File: src/rtl/xif_copro_issue_resp.sv
// CV-X-IF coprocessor responder: decodes BITREV/ROTRIGHT/ROTLEFT offers, holds one
// accepted instruction until commit, and returns results through a small FIFO.
module xif_copro_issue_resp #(
    parameter int unsigned XLEN      = 32,
    parameter int unsigned ID_WIDTH  = 4,
    parameter int unsigned RES_DEPTH = 2
) (
    input  logic                clk_i,
    input  logic                rst_ni,
    input  logic                issue_valid_i,
    output logic                issue_ready_o,
    input  logic [31:0]         issue_instr_i,
    input  logic [ID_WIDTH-1:0] issue_id_i,
    input  logic [XLEN-1:0]     issue_rs1_i,
    input  logic [XLEN-1:0]     issue_rs2_i,
    input  logic [1:0]          issue_rs_valid_i,
    output logic                issue_accept_o,
    output logic                issue_writeback_o,
    input  logic                commit_valid_i,
    input  logic [ID_WIDTH-1:0] commit_id_i,
    input  logic                commit_kill_i,
    output logic                result_valid_o,
    input  logic                result_ready_i,
    output logic [ID_WIDTH-1:0] result_id_o,
    output logic [4:0]          result_rd_o,
    output logic [XLEN-1:0]     result_data_o,
    output logic                result_we_o
);

    localparam int unsigned SHW = $clog2(XLEN);
    localparam int unsigned PW  = $clog2(RES_DEPTH);
    localparam int unsigned CW  = PW + 1;

    typedef enum logic [1:0] {
        OP_BITREV,
        OP_ROTR,
        OP_ROTL
    } op_e;

    typedef enum logic [1:0] {
        IDLE,
        WAIT_COMMIT,
        COMMITTED
    } state_e;

    typedef struct packed {
        logic [ID_WIDTH-1:0] id;
        logic [4:0]          rd;
        logic [XLEN-1:0]     data;
    } res_t;

    state_e              state;
    op_e                 pend_op;
    logic [ID_WIDTH-1:0] pend_id;
    logic [4:0]          pend_rd;
    logic [XLEN-1:0]     pend_rs1;
    logic [SHW-1:0]      pend_amt;

    logic                match;
    op_e                 dec_op;
    logic                ops_ok;
    logic                hs;
    logic                commit_hit_issue;
    logic                commit_hit_pend;

    op_e                 exec_op;
    logic [XLEN-1:0]     exec_a;
    logic [SHW-1:0]      exec_amt;
    logic [2*XLEN-1:0]   rot_r;
    logic [2*XLEN-1:0]   rot_l;
    res_t                entry;

    logic                push;
    logic                pop;
    logic                full;
    logic [PW-1:0]       wptr;
    logic [PW-1:0]       rptr;
    logic [PW-1:0]       rptr_next;
    logic [CW-1:0]       count;
    logic [CW-1:0]       count_next;
    res_t                mem [RES_DEPTH];
    res_t                head_next;

    // Register-field bits of the instruction and the upper rs2 bits never affect the result.
    logic                unused_bits;
    assign unused_bits = ^{issue_instr_i[24:15], issue_rs2_i[XLEN-1:SHW]};

    always_comb begin
        match  = 1'b0;
        dec_op = OP_BITREV;
        if (issue_instr_i[6:0] == 7'b0101011 && issue_instr_i[14:12] == 3'b111) begin
            case (issue_instr_i[31:25])
                7'b0000010: begin match = 1'b1; dec_op = OP_BITREV; end
                7'b0000011: begin match = 1'b1; dec_op = OP_ROTR;   end
                7'b0000100: begin match = 1'b1; dec_op = OP_ROTL;   end
                default:    ;
            endcase
        end
        ops_ok = issue_rs_valid_i[0] && (dec_op == OP_BITREV || issue_rs_valid_i[1]);
    end

    assign issue_ready_o     = (state == IDLE) && (!match || ops_ok);
    assign hs                = issue_valid_i && issue_ready_o && match;
    assign issue_accept_o    = hs;
    assign issue_writeback_o = hs;

    assign commit_hit_issue = commit_valid_i && (commit_id_i == issue_id_i);
    assign commit_hit_pend  = commit_valid_i && (commit_id_i == pend_id);

    // In IDLE the execute path works on the live offer so an immediate commit can push directly.
    always_comb begin
        exec_op  = (state == IDLE) ? dec_op : pend_op;
        exec_a   = (state == IDLE) ? issue_rs1_i : pend_rs1;
        exec_amt = (state == IDLE) ? issue_rs2_i[SHW-1:0] : pend_amt;
        rot_r    = {exec_a, exec_a} >> exec_amt;
        rot_l    = {exec_a, exec_a} << exec_amt;
        entry.id = (state == IDLE) ? issue_id_i : pend_id;
        entry.rd = (state == IDLE) ? issue_instr_i[11:7] : pend_rd;
        entry.data = '0;
        case (exec_op)
            OP_BITREV: begin
                for (int unsigned i = 0; i < XLEN; i++) begin
                    entry.data[i] = exec_a[XLEN-1-i];
                end
            end
            OP_ROTR: entry.data = rot_r[XLEN-1:0];
            OP_ROTL: entry.data = rot_l[2*XLEN-1:XLEN];
            default: entry.data = exec_a;
        endcase
    end

    assign pop  = result_valid_o && result_ready_i;
    assign full = (count == CW'(RES_DEPTH));

    always_comb begin
        push = 1'b0;
        case (state)
            IDLE:        push = hs && commit_hit_issue && !commit_kill_i && !full;
            WAIT_COMMIT: push = commit_hit_pend && !commit_kill_i && !full;
            COMMITTED:   push = !full || pop;
            default:     push = 1'b0;
        endcase
    end

    always_ff @(posedge clk_i or negedge rst_ni) begin
        if (!rst_ni) begin
            state    <= IDLE;
            pend_op  <= OP_BITREV;
            pend_id  <= '0;
            pend_rd  <= '0;
            pend_rs1 <= '0;
            pend_amt <= '0;
        end else begin
            case (state)
                IDLE: begin
                    if (hs) begin
                        pend_op  <= dec_op;
                        pend_id  <= issue_id_i;
                        pend_rd  <= issue_instr_i[11:7];
                        pend_rs1 <= issue_rs1_i;
                        pend_amt <= issue_rs2_i[SHW-1:0];
                        if (!commit_hit_issue) begin
                            state <= WAIT_COMMIT;
                        end else if (!commit_kill_i && full) begin
                            state <= COMMITTED;
                        end
                    end
                end
                WAIT_COMMIT: begin
                    if (commit_hit_pend) begin
                        state <= (commit_kill_i || !full) ? IDLE : COMMITTED;
                    end
                end
                COMMITTED: begin
                    if (push) begin
                        state <= IDLE;
                    end
                end
                default: state <= IDLE;
            endcase
        end
    end

    assign rptr_next  = pop ? rptr + PW'(1) : rptr;
    assign count_next = count + CW'(push) - CW'(pop);
    // The new entry becomes the head when it lands at the next read position.
    assign head_next  = (push && wptr == rptr_next) ? entry : mem[rptr_next];

    always_ff @(posedge clk_i) begin
        if (push) begin
            mem[wptr] <= entry;
        end
    end

    always_ff @(posedge clk_i or negedge rst_ni) begin
        if (!rst_ni) begin
            wptr           <= '0;
            rptr           <= '0;
            count          <= '0;
            result_valid_o <= 1'b0;
            result_id_o    <= '0;
            result_rd_o    <= '0;
            result_data_o  <= '0;
        end else begin
            if (push) begin
                wptr <= wptr + PW'(1);
            end
            rptr           <= rptr_next;
            count          <= count_next;
            result_valid_o <= (count_next != '0);
            result_id_o    <= head_next.id;
            result_rd_o    <= head_next.rd;
            result_data_o  <= head_next.data;
        end
    end

    assign result_we_o = result_valid_o;

endmodule

File: config.mk
export PLATFORM = sky130hd
export DESIGN_NAME = xif_copro_issue_resp
export DESIGN_NICKNAME = d
export VERILOG_FILES = /design/src/rtl/xif_copro_issue_resp.sv
export SDC_FILE = /design/constraint.sdc
export NUM_CORES = 1
export LEC_CHECK = 0
export CAP_MARGIN = 20
export CORE_AREA = 2 2 131 165
export CTS_CLUSTER_SIZE = 12
export DETAILED_ROUTE_END_ITERATION = 6
export DIE_AREA = 0 0 133 167
export PLACE_DENSITY = 0.86
export RECOVER_POWER = 50
export SYNTH_ARGS = -nofsm -noshare
export SYNTH_HDL_FRONTEND = slang
export SYNTH_SLANG_ARGS = --single-unit
export TNS_END_PERCENT = 5
File: constraint.sdc
create_clock -name clk_i -period 9.6 [get_ports clk_i]
set_clock_uncertainty 0.15 [all_clocks]
set_input_delay 2.4 -clock clk_i [delete_from_list [all_inputs] [get_ports clk_i]]
set_output_delay 2.4 -clock clk_i [all_outputs]
set_load 0.05 [all_outputs]
==> impl_results.md <==
* WS Path Type: input pin to primary output
* Final Wtd Congestion at 1.096
* Met1 Usage GRT at 56.60%
* Setup TNS at 0 ns
* Number of CTS-inserted buffers at 17
* Fin cells at 1,865
* Element type at the critical path start: input pin
* Chip Height at 167 microns
* Sequential area share after synthesis at 38.97%
* ANT nets after route at 0
* Commonest cells in the netlist: nand2_1, nand3_1, dfrtp_1
* Count leader, synth: nand2_1
* Leading post-synthesis cells by cell area: edfxtp_1, dfrtp_1, nand3_1
* Logic pwr share at 41.1%
* Clock power share at 25.7%
* Port-buffer cells at 120
* Warnings, synthesis at 0
* Max transition margin at -114.0%
* Synth Flop Type: dfrtp_1
* Met2 usage at 70.02%
* Congestion Overflow GR at 0
* Final hold violations at 0
* Max Cap Viol at 4
* Synth Instances at 1,519
* Core box area at 20,600 sq um
* Sequential power share at 33.2%
* Syn-to-layout area delta at 15.84%
* PwrDens at 192.0 nW/um^2
* Layout cells sized above 1 at 6.352%
* TritonCTS clock tree: yes
* Routed vias/inst at 7.299
* Failing checks: DRC, capacitance limit, slew limit
* H-Tree Depth at 4
* DP Wirelength at 34,960 microns
* Post-synth EDFFs at 82
* First-pass GRT wire length at 75,710 microns
* Initial antenna violation count at 1
* Post-DP Area at 13,900 sq um
* Cell taking the most area after synthesis: edfxtp_1
* Die area at 22,210 sq um
* Worst Tran Pin Value at 3.210 ns
* GRT Total Usage at 44.55%
* Worst vdd ir at 0.1680 mV
* Critical Path RT at 7.05 ns
* GRT Max-Usage Layer: met2
* Yosys cell types at 71
* Syn nets at 1,633
* Starting density of the core at 60.62%
* Worst skew pair latency at 0.45 ns
* Placed insts at 1,832
* Result of the run: complete, but fails checks
* Vias in the first global route at 12,850
* DR DRC count at 6
* Final-stage net count at 1,691
* Final wirelength at 49,850 microns
* Final clock period utilization by the worst path at 89.88%
* Post-Synthesis Cell Area at 12,480 sq um
* Post-CTS Setup Inserts at 0
* FP Rows at 59
* Largest net degree at the start of global routing at 91
* RSZ-0062 raised after global routing: no
* Detailed Routing Iterations Pass 1 at 7
* CP max FO at 29
* #FFs+latches synth at 178
* Psw at 1.186 mW
* Max Slew Vio Count at 194
* Die Wd at 133 microns
* Final setup violation count at 0
* Internal power at 1.591 mW
* Clk sinks at 178
* # IOs at 158
* Leak Pwr at 5.899 nW
* R2r setup slk at 4.58 ns
* Switch share at 42.71%
* Clock Pin Slew Worst Setup and Hold Paths at 0.08 ns
* Drt initial violations at 2,176
* Clk root buf: clkbuf_16
* Design area at 14,460 sq um
* Cts hold-fix bufs at 0
* Synth top area share at 19.72%
* FMAX at 0.1159 GHz
* Minimum clock period at 8.629 ns
* Critical Path AT at 6.08 ns
* Worst hold path type: register to register
* CP endpoint kind: primary output
* Wire per inst at 26.73 microns
* Clock buffer depth at 2
* Met3 Usage GRT at 8.371%
* Syn_area_per_cell at 8.219 sq um
* Total number of vias at 13,610
* Post-CTS Resized at 0
* Fraction of registers with async set/reset at 53.93%
-- routing by layer --
metal / vias to the layer above / routed length (microns)
met5: - / 0
met4: 0 / 3654
met3: 249 / 5944
met2: 1164 / 22670
met1: 6352 / 17580
li1: 5848 / -
-- stage by stage --
| stage | hold slack [ns] | util (%) | worst slack (ns) | power (mW) |
|---|---|---|---|---|
| detailed placement | 0.3148 | 67.51 | 1.672 | 2.094 |
| finish | 0.3312 | 70.22 | 0.9714 | 2.777 |
| global placement | 0.2999 | 67.51 | 1.734 | 2.060 |
| floorplan | 0.2886 | - | 2.193 | 1.676 |
| CTS | 0.3358 | 70.37 | 1.659 | 2.790 |
| global route | 0.3636 | 70.22 | 0.8605 | 2.870 |
-- cell families (layout without fill, tap and decap cells) --
group / Yosys count / after routing / share of synthesized area, %
multiplexers: 86 / 86 / 7.025
AND/OR/NAND/NOR: 720 / 720 / 28.07
AO/OA/AOI/OAI: 358 / 358 / 19.64
adder cells (fa/ha/maj): 2 / 2 / 0.2004
buffers and inverters: 165 / 236 / 5.392
other: 0 / 1 / 0
flip-flops: 178 / 178 / 38.97
XOR/XNOR: 10 / 10 / 0.7015
-- placed cells by master (no fill, tap or decap), types with 33 or more instances in the layout --
| cell type | n |
|---|---|
| nor2_1 | 89 |
| nand3_1 | 242 |
| buf_4 | 37 |
| a31oi_1 | 55 |
| edfxtp_1 | 82 |
| o21ai_0 | 53 |
| nor4_1 | 33 |
| dlygate4sd3_1 | 52 |
| clkdlybuf4s50_1 | 66 |
| nand2_1 | 247 |
| o2111ai_1 | 47 |
| inv_1 | 44 |
| a21oi_1 | 64 |
| nor4b_1 | 33 |
| dfrtp_1 | 93 |
| mux2i_1 | 81 |
-- critical path, stage by stage --
cell	delay, ns
clkdlybuf4s50_1	0.44
nor4_4	0.31
nand4_1	0.47
or4_1	0.74
inv_1	0.74
clkdlybuf4s50_1	0.96
-- power by group through the flow --
stage	sequential [mW]	combinational [mW]	clock, mW
after floorplan	1.25	0.421	0
after CTS	0.928	1.16	0.704
final	0.922	1.14	0.713
after detailed placement	0.944	1.15	0
after global placement	0.938	1.12	0
after global routing	0.930	1.20	0.741
-- final timing paths --
| kind | start | to | depth (start not counted) |
|---|---|---|---|
| min in group asynchronous | rst_ni | result_rd_o[1]$_DFF_PN0_ | 1 |
| max | issue_instr_i[28] | issue_accept_o | 6 |
| min | pend_rd[3]$_DFFE_PN0P_ | pend_rd[3]$_DFFE_PN0P_ | 2 |
| max reg2reg | state[0]$_DFFE_PN0P_ | mem[0][23]$_DFFE_PP_ | 10 |
| min reg2reg | pend_rd[3]$_DFFE_PN0P_ | pend_rd[3]$_DFFE_PN0P_ | 2 |
| max in group asynchronous | rst_ni | pend_amt[1]$_DFFE_PN0P_ | 2 |
-- layout make-up --
class	instances	area (sq um)
multi-input combinational	1176	7014
fill	1608	6133
sequential	178	4868
timing repair buffer	160	1479
clock buffer	18	429.2
tap	274	342.8
inverter	44	165.2
clock inverter	14	161.4
antenna	1	2.502
-- state kept, by name (all words and copies together) (netlist names) --
| signal | flops |
|---|---|
| pend_amt | 5 |
| result_id_o | 4 |
| count | 2 |
| result_data_o | 32 |
| state | 2 |
| pend_op | 2 |
| pend_rs1 | 32 |
| pend_rd | 5 |
| result_valid_o | 1 |
| result_rd_o | 5 |
| rptr | 1 |
| wptr | 1 |
| pend_id | 4 |
| mem | 82 |
Power figures use the tool's default switching activity.
